[src/rtl/rs232c_pkg.sv]
// Shared RS232C definitions: transmit FSM state type, frame length
// and default bit period. Build option: RS232C_TX_PARITY_EN.
package rs232c_pkg;

  typedef enum logic [2:0] {
    ST_IDLE   = 3'd0,
    ST_START  = 3'd1,
    ST_DATA   = 3'd2,
    ST_PARITY = 3'd3,
    ST_STOP   = 3'd4
  } tx_state_t;

`ifdef RS232C_TX_PARITY_EN
  localparam int FRAME_BITS = 11;
`else
  localparam int FRAME_BITS = 10;
`endif

  // 100 MHz / 115200 baud
  localparam logic [15:0] WTIME_DEFAULT = 16'd868;

endpackage

[src/rtl/rs232c_fifo.sv]
// Synchronous FIFO with registered occupancy count.
// Ports: clk, rst_n, push/wr_data, pop/rd_data (head, comb), full, empty.
module rs232c_fifo
  import rs232c_pkg::*;
#(
  parameter int WIDTH      = 8,
  parameter int DEPTH_LOG2 = 4
) (
  input  logic             clk,
  input  logic             rst_n,
  input  logic             push,
  input  logic [WIDTH-1:0] wr_data,
  input  logic             pop,
  output logic [WIDTH-1:0] rd_data,
  output logic             full,
  output logic             empty
);

  localparam int DEPTH = 1 << DEPTH_LOG2;
  localparam logic [DEPTH_LOG2:0] FULL_CNT = (DEPTH_LOG2 + 1)'(DEPTH);

  logic [WIDTH-1:0]      mem [DEPTH];
  logic [DEPTH_LOG2-1:0] wr_ptr;
  logic [DEPTH_LOG2-1:0] rd_ptr;
  logic [DEPTH_LOG2:0]   count;
  logic                  do_push;
  logic                  do_pop;

  assign full    = (count == FULL_CNT);
  assign empty   = (count == '0);
  assign do_push = push & ~full;
  assign do_pop  = pop & ~empty;
  assign rd_data = mem[rd_ptr];

  always_ff @(posedge clk) begin
    if (!rst_n) begin
      wr_ptr <= '0;
      rd_ptr <= '0;
      count  <= '0;
    end else begin
      if (do_push) wr_ptr <= wr_ptr + 1'b1;
      if (do_pop)  rd_ptr <= rd_ptr + 1'b1;
      case ({do_push, do_pop})
        2'b10:   count <= count + 1'b1;
        2'b01:   count <= count - 1'b1;
        default: count <= count;
      endcase
    end
  end

  always_ff @(posedge clk) begin
    if (do_push) mem[wr_ptr] <= wr_data;
  end

endmodule

[src/rtl/rs232c_tx_buffer.sv]
// Buffered RS232C transmitter: FIFO + 8N1 serialiser (8E1 with RS232C_TX_PARITY_EN).
// Ports: clk, rst_n, push_send_data/send_data in; tx, full, busy, dropped out.
module rs232c_tx_buffer
  import rs232c_pkg::*;
#(
  parameter logic [15:0] WTIME      = WTIME_DEFAULT,
  parameter int          DEPTH_LOG2 = 4
) (
  input  logic       clk,
  input  logic       rst_n,
  input  logic       push_send_data,
  input  logic [7:0] send_data,
  output logic       tx,
  output logic       full,
  output logic       busy,
  output logic       dropped
);

  tx_state_t   state;
  logic [15:0] baud_cnt;
  logic [2:0]  bit_cnt;
  logic [7:0]  shift;
  logic        tx_q;
  logic [7:0]  head;
  logic        fifo_full;
  logic        fifo_empty;
  logic        baud_end;
  logic        pop;
`ifdef RS232C_TX_PARITY_EN
  logic        par_q;
`endif

  rs232c_fifo #(
    .WIDTH      (8),
    .DEPTH_LOG2 (DEPTH_LOG2)
  ) u_fifo (
    .clk     (clk),
    .rst_n   (rst_n),
    .push    (push_send_data),
    .wr_data (send_data),
    .pop     (pop),
    .rd_data (head),
    .full    (fifo_full),
    .empty   (fifo_empty)
  );

  assign baud_end = (baud_cnt == 16'd0);

  // Pop from idle, or at the end of a stop bit for gapless frames
  assign pop = ~fifo_empty &
               ((state == ST_IDLE) |
                ((state == ST_STOP) & baud_end));

  always_ff @(posedge clk) begin
    if (!rst_n) begin
      state    <= ST_IDLE;
      baud_cnt <= '0;
      bit_cnt  <= '0;
      shift    <= '0;
      tx_q     <= 1'b1;
      dropped  <= 1'b0;
`ifdef RS232C_TX_PARITY_EN
      par_q    <= 1'b0;
`endif
    end else begin
      if (push_send_data && fifo_full) dropped <= 1'b1;
      if (pop) begin
        shift    <= head;
        baud_cnt <= WTIME - 16'd1;
        bit_cnt  <= '0;
        tx_q     <= 1'b0;
        state    <= ST_START;
`ifdef RS232C_TX_PARITY_EN
        par_q    <= ^head;
`endif
      end else if (state == ST_IDLE) begin
        tx_q <= 1'b1;
      end else if (!baud_end) begin
        baud_cnt <= baud_cnt - 16'd1;
      end else begin
        baud_cnt <= WTIME - 16'd1;
        case (state)
          ST_START: begin
            state <= ST_DATA;
            tx_q  <= shift[0];
            shift <= shift >> 1;
          end
          ST_DATA: begin
            if (bit_cnt == 3'd7) begin
`ifdef RS232C_TX_PARITY_EN
              state <= ST_PARITY;
              tx_q  <= par_q;
`else
              state <= ST_STOP;
              tx_q  <= 1'b1;
`endif
            end else begin
              bit_cnt <= bit_cnt + 3'd1;
              tx_q    <= shift[0];
              shift   <= shift >> 1;
            end
          end
          ST_PARITY: begin
            state <= ST_STOP;
            tx_q  <= 1'b1;
          end
          default: begin
            state <= ST_IDLE;
            tx_q  <= 1'b1;
          end
        endcase
      end
    end
  end

  assign tx   = tx_q;
  assign full = fifo_full;
  assign busy = (state != ST_IDLE) | ~fifo_empty;

endmodule

[config.mk]
export PLATFORM = sky130hd
export DESIGN_NAME = rs232c_tx_buffer
export DESIGN_NICKNAME = d
export VERILOG_FILES = /design/src/rtl/rs232c_pkg.sv /design/src/rtl/rs232c_fifo.sv /design/src/rtl/rs232c_tx_buffer.sv
export SDC_FILE = /design/constraint.sdc
export NUM_CORES = 1
export LEC_CHECK = 0
export BUFFER_PORTS_ARGS = -buffer_cell sky130_fd_sc_hd__buf_2
export CAP_MARGIN = 30
export CORE_ASPECT_RATIO = 0.6
export CORE_UTILIZATION = 40
export CTS_CLUSTER_DIAMETER = 120
export DETAILED_ROUTE_END_ITERATION = 6
export PLACE_DENSITY_LB_ADDON = 0.1
export RECOVER_POWER = 100
export SLEW_MARGIN = 5
export SYNTH_ARGS = -nofsm -noshare
export SYNTH_HDL_FRONTEND = slang
export SYNTH_SLANG_ARGS = --single-unit
[constraint.sdc]
create_clock -name clk -period 2.95 [get_ports clk]
set_input_delay 0.295 -clock clk [delete_from_list [all_inputs] [get_ports clk]]
set_output_delay 0.295 -clock clk [all_outputs]
set_load 0.005 [all_outputs]
==> impl_metrics.yaml <==
global_route:
  antenna_found_initial: 1
  grt_max_degree: 24
  grt_pass1_vias: 4174
  grt_usage: 0.183
  grt.overflow.total: 0
  grt_pass1_wl_mm: 24.7
timing:
  drv_slew: 0
  fin_crit_sh: 0.938
  period_needed_ns: 2.77
  clock.fmax_ghz: 0.362
  hold_viol: 0
  fin_setup_tns_ns: 0
  relSlewSlack: 0.412
  rsz0062_at_grt: "false"
  setup_viol: 0
  fin_skew_ns: 0.0108
  tightest_slew_ns: 0.879
route:
  drtAntennaViolNets: 0
  drc_errors: 0
  first_pass_iters: 4
  drt-wirelength-per-cell_um: 20.4
  vias: 4072
  vias_per_cell: 5.31
  drt-total-wl_mm: 15.6
  drt_iter0_markers: 314
logic_synthesis:
  synth-main-ff-cell: "edfxtp_1"
  syn-num-nets: 494
  async_flop_share: 0
  syn-instance-count: 469
  synthDominantCellAreaShare: 0.527
  ys_warn_count: 0
  yosysSeqAreaShare: 0.661
  yosys.area.top_type: "edfxtp_1"
  avgSynthCellArea_um2: 15.6
  ys_ff_latch: 177
  synth_area_um2: 7300
  synth_area_leaders: "edfxtp_1 53%, dfxtp_1 13%, mux4_2 9.9%"
  synth_enable_flop_cells: 128
  synthDistinctLibCells: 52
setup_path:
  worst-path-buf-inv: 2
  crit_fanout: 4
  path_common_cell: "a21oi_1"
  cp_cell_sequence: "inv_2, ha_1, nor3b_4, nand4_4, a2111oi_4, ha_2, buf_4, fa_2, a21o_1, a21oi_1, xor2_1, or3_1, a21oi_1"
  crit_family: "simple AND/OR/NAND/NOR gates"
  slowest_delay_ns: 0.36
  crit_type: "flop to flop"
  crit_arrival_ns: 3.12
  worstSetupEndpointType: "flop"
  worst_path_max_delay_cell: "a2111oi_4"
  cp-start-kind: "flop"
  cp_data_required_time_ns: 3.30
cts:
  cts_tree: "yes"
  clock_path_buffers: 2
  cts_buffers: 17
  htreeDepth: 4
  ctsHoldBuffers: 0
  clock_latency_ns: 0.43
  cts_root_buf: "clkbuf_16"
  clk_pin_slew_ns: 0.07
  cts.sinks: 177
layout:
  syn_to_final_growth_pct: 14.5
  final_nets: 544
  utilization: 0.477
  drive_above_1_share: 0.194
placed_design:
  dp_hpwl_mm: 10.8
  place.gp.congestion: 0.848
  port_buffers: 14
power_and_ir_drop:
  power.leakage_nw: 2.71
  power_density_nw_per_um2: 904
  p_int_mw: 5.19
  clockPowerShare: 0.286
  switching_share: 0.313
  irDropWorstVdd_v: 0.000453
  pwr-share-seq: 0.412
  power.total_mw: 7.55
  switchingPower_mw: 2.36
  comb_power_share: 0.302
floorplanning:
  core-area_um2: 17500
  dieArea_um2: 18800
  die_w_um: 176
  fp-row-count: 37
  pin_count: 15
  start_util: 0.417
  die_y_um: 107
job:
  timing.max_cap.violations: 0
outcome:
  outcome: "finished clean"
worst_hold_path:
  min_path_type: "input pin to flop"
[tightest hold or removal path: cells and delay by family]
kind	cells	cell delay [ns]
and+or+nand+nor	1	0.07
buffers and inverters	1	0.09
AOI/OAI and AO/OA	1	0.05
[Yosys cell counts, types with 2 or more instances]
library cell and n:
a211oi_1 4, dfxtp_1 49, or4_1 2, o21a_1 2, nor4_1 4, clkbuf_1 14
a21o_1 2, nor3b_1 2, nand2_1 15, mux2_2 6, nand4_1 7, xor2_1 10
mux4_2 32, nor2_1 53, inv_1 9, and2_1 2, buf_2 5, o22ai_1 8
mux2i_1 19, nor2b_1 2, ha_1 13, nor3_1 12, or3_1 3, nand2b_1 7
xnor2_1 9, edfxtp_1 128, nor4_4 3, o21ai_0 5, a21oi_1 19
[timing repair]
| item | CTS | global route |
|---|---|---|
| endpoints found under the setup margin | 0 | 2 |
| gates resized for setup | 0 | 6 |
| setup buffers | 0 | 0 |
[placed cells by master, fill, tap and decap left out, drive strengths merged, types with 10 or more instances in the layout]
cell type / synthesis / layout
mux2i: 19 / 19
edfxtp: 128 / 128
dfxtp: 49 / 49
xor2: 10 / 10
mux4: 32 / 32
nor3: 13 / 13
ha: 13 / 13
nand2: 16 / 16
buf: 8 / 22
a21oi: 19 / 19
nor2: 53 / 53
clkbuf: 14 / 53
[metal layers]
layer	wire [um]	GRT usage	vias to the layer above
li1	-	-	1903
met2	6380	0.244	86
met3	1010	0.0482	9
met4	126	0.0573	0
met1	8120	0.286	2074
met5	0	0	-
[worst paths after layout]
| kind | cells past startpoint | endpoint | startpoint | slack (ns) |
|---|---|---|---|---|
| worst min-delay path | 3 | dropped$_SDFFE_PN0P_ | push_send_data | 0.11 |
| worst max-delay path | 13 | u_fifo.count[4]$_SDFFE_PN0P_ | baud_cnt[1]$_SDFFE_PN0N_ | 0.18 |
| worst min register to register | 2 | dropped$_SDFFE_PN0P_ | dropped$_SDFFE_PN0P_ | 0.48 |
| worst max register to register | 13 | u_fifo.count[4]$_SDFFE_PN0P_ | baud_cnt[1]$_SDFFE_PN0N_ | 0.18 |
[power groups by stage]
stage | registers (mW) | clock network (mW) | logic (mW)
after floorplan | 3.11 | 0 | 1.65
after global placement | 3.15 | 0 | 2.28
after detailed placement | 3.15 | 0 | 2.31
after CTS | 3.10 | 2.21 | 2.32
after global routing | 3.15 | 2.30 | 2.52
final | 3.11 | 2.16 | 2.28
[final cells by class]
class	instances	area (um2)
clock inverters	10	113
repair buffers	53	288
flip-flops and latches	177	4830
well taps	234	293
inverters	9	33.8
clock buffers	22	444
multi-input cells	261	2360
diodes	1	2.50
fillers	1546	9140
[cell families after synthesis]
kind of cell | after synthesis | synth area share
adders and majority gates | 14 | 0.0250
and+or+nand+nor | 118 | 0.0867
buffers and inverters | 31 | 0.0183
xor gates and xnor gates | 19 | 0.0228
DFF | 177 | 0.661
muxes | 57 | 0.134
AOI/OAI and AO/OA | 53 | 0.0519
[stage by stage]
| step | cell area (um2) | instances | setup slack, ns | hold WS (ns) |
|---|---|---|---|---|
| floorplan | 7310 | 469 | 0.00274 | 0.394 |
| global placement | 7850 | 730 | 0.0931 | 0.444 |
| detailed placement | 7870 | 733 | 0.0554 | 0.467 |
| CTS | 8420 | 765 | 0.0225 | 0.0968 |
| global route | 8350 | 766 | 0.00985 | 0.138 |
| finish | 8360 | 767 | 0.184 | 0.105 |
[flip-flops by register name, indices dropped and copies added, names as in the netlist, named ones only]
name and count:
baud_cnt 16, dropped 1, u_fifo.rd_ptr 4, bit_cnt 3, shift 8, u_fifo.count 5
state 3, tx 1, u_fifo.wr_ptr 4, u_fifo.mem 128
(Power assumes the default switching activity.)
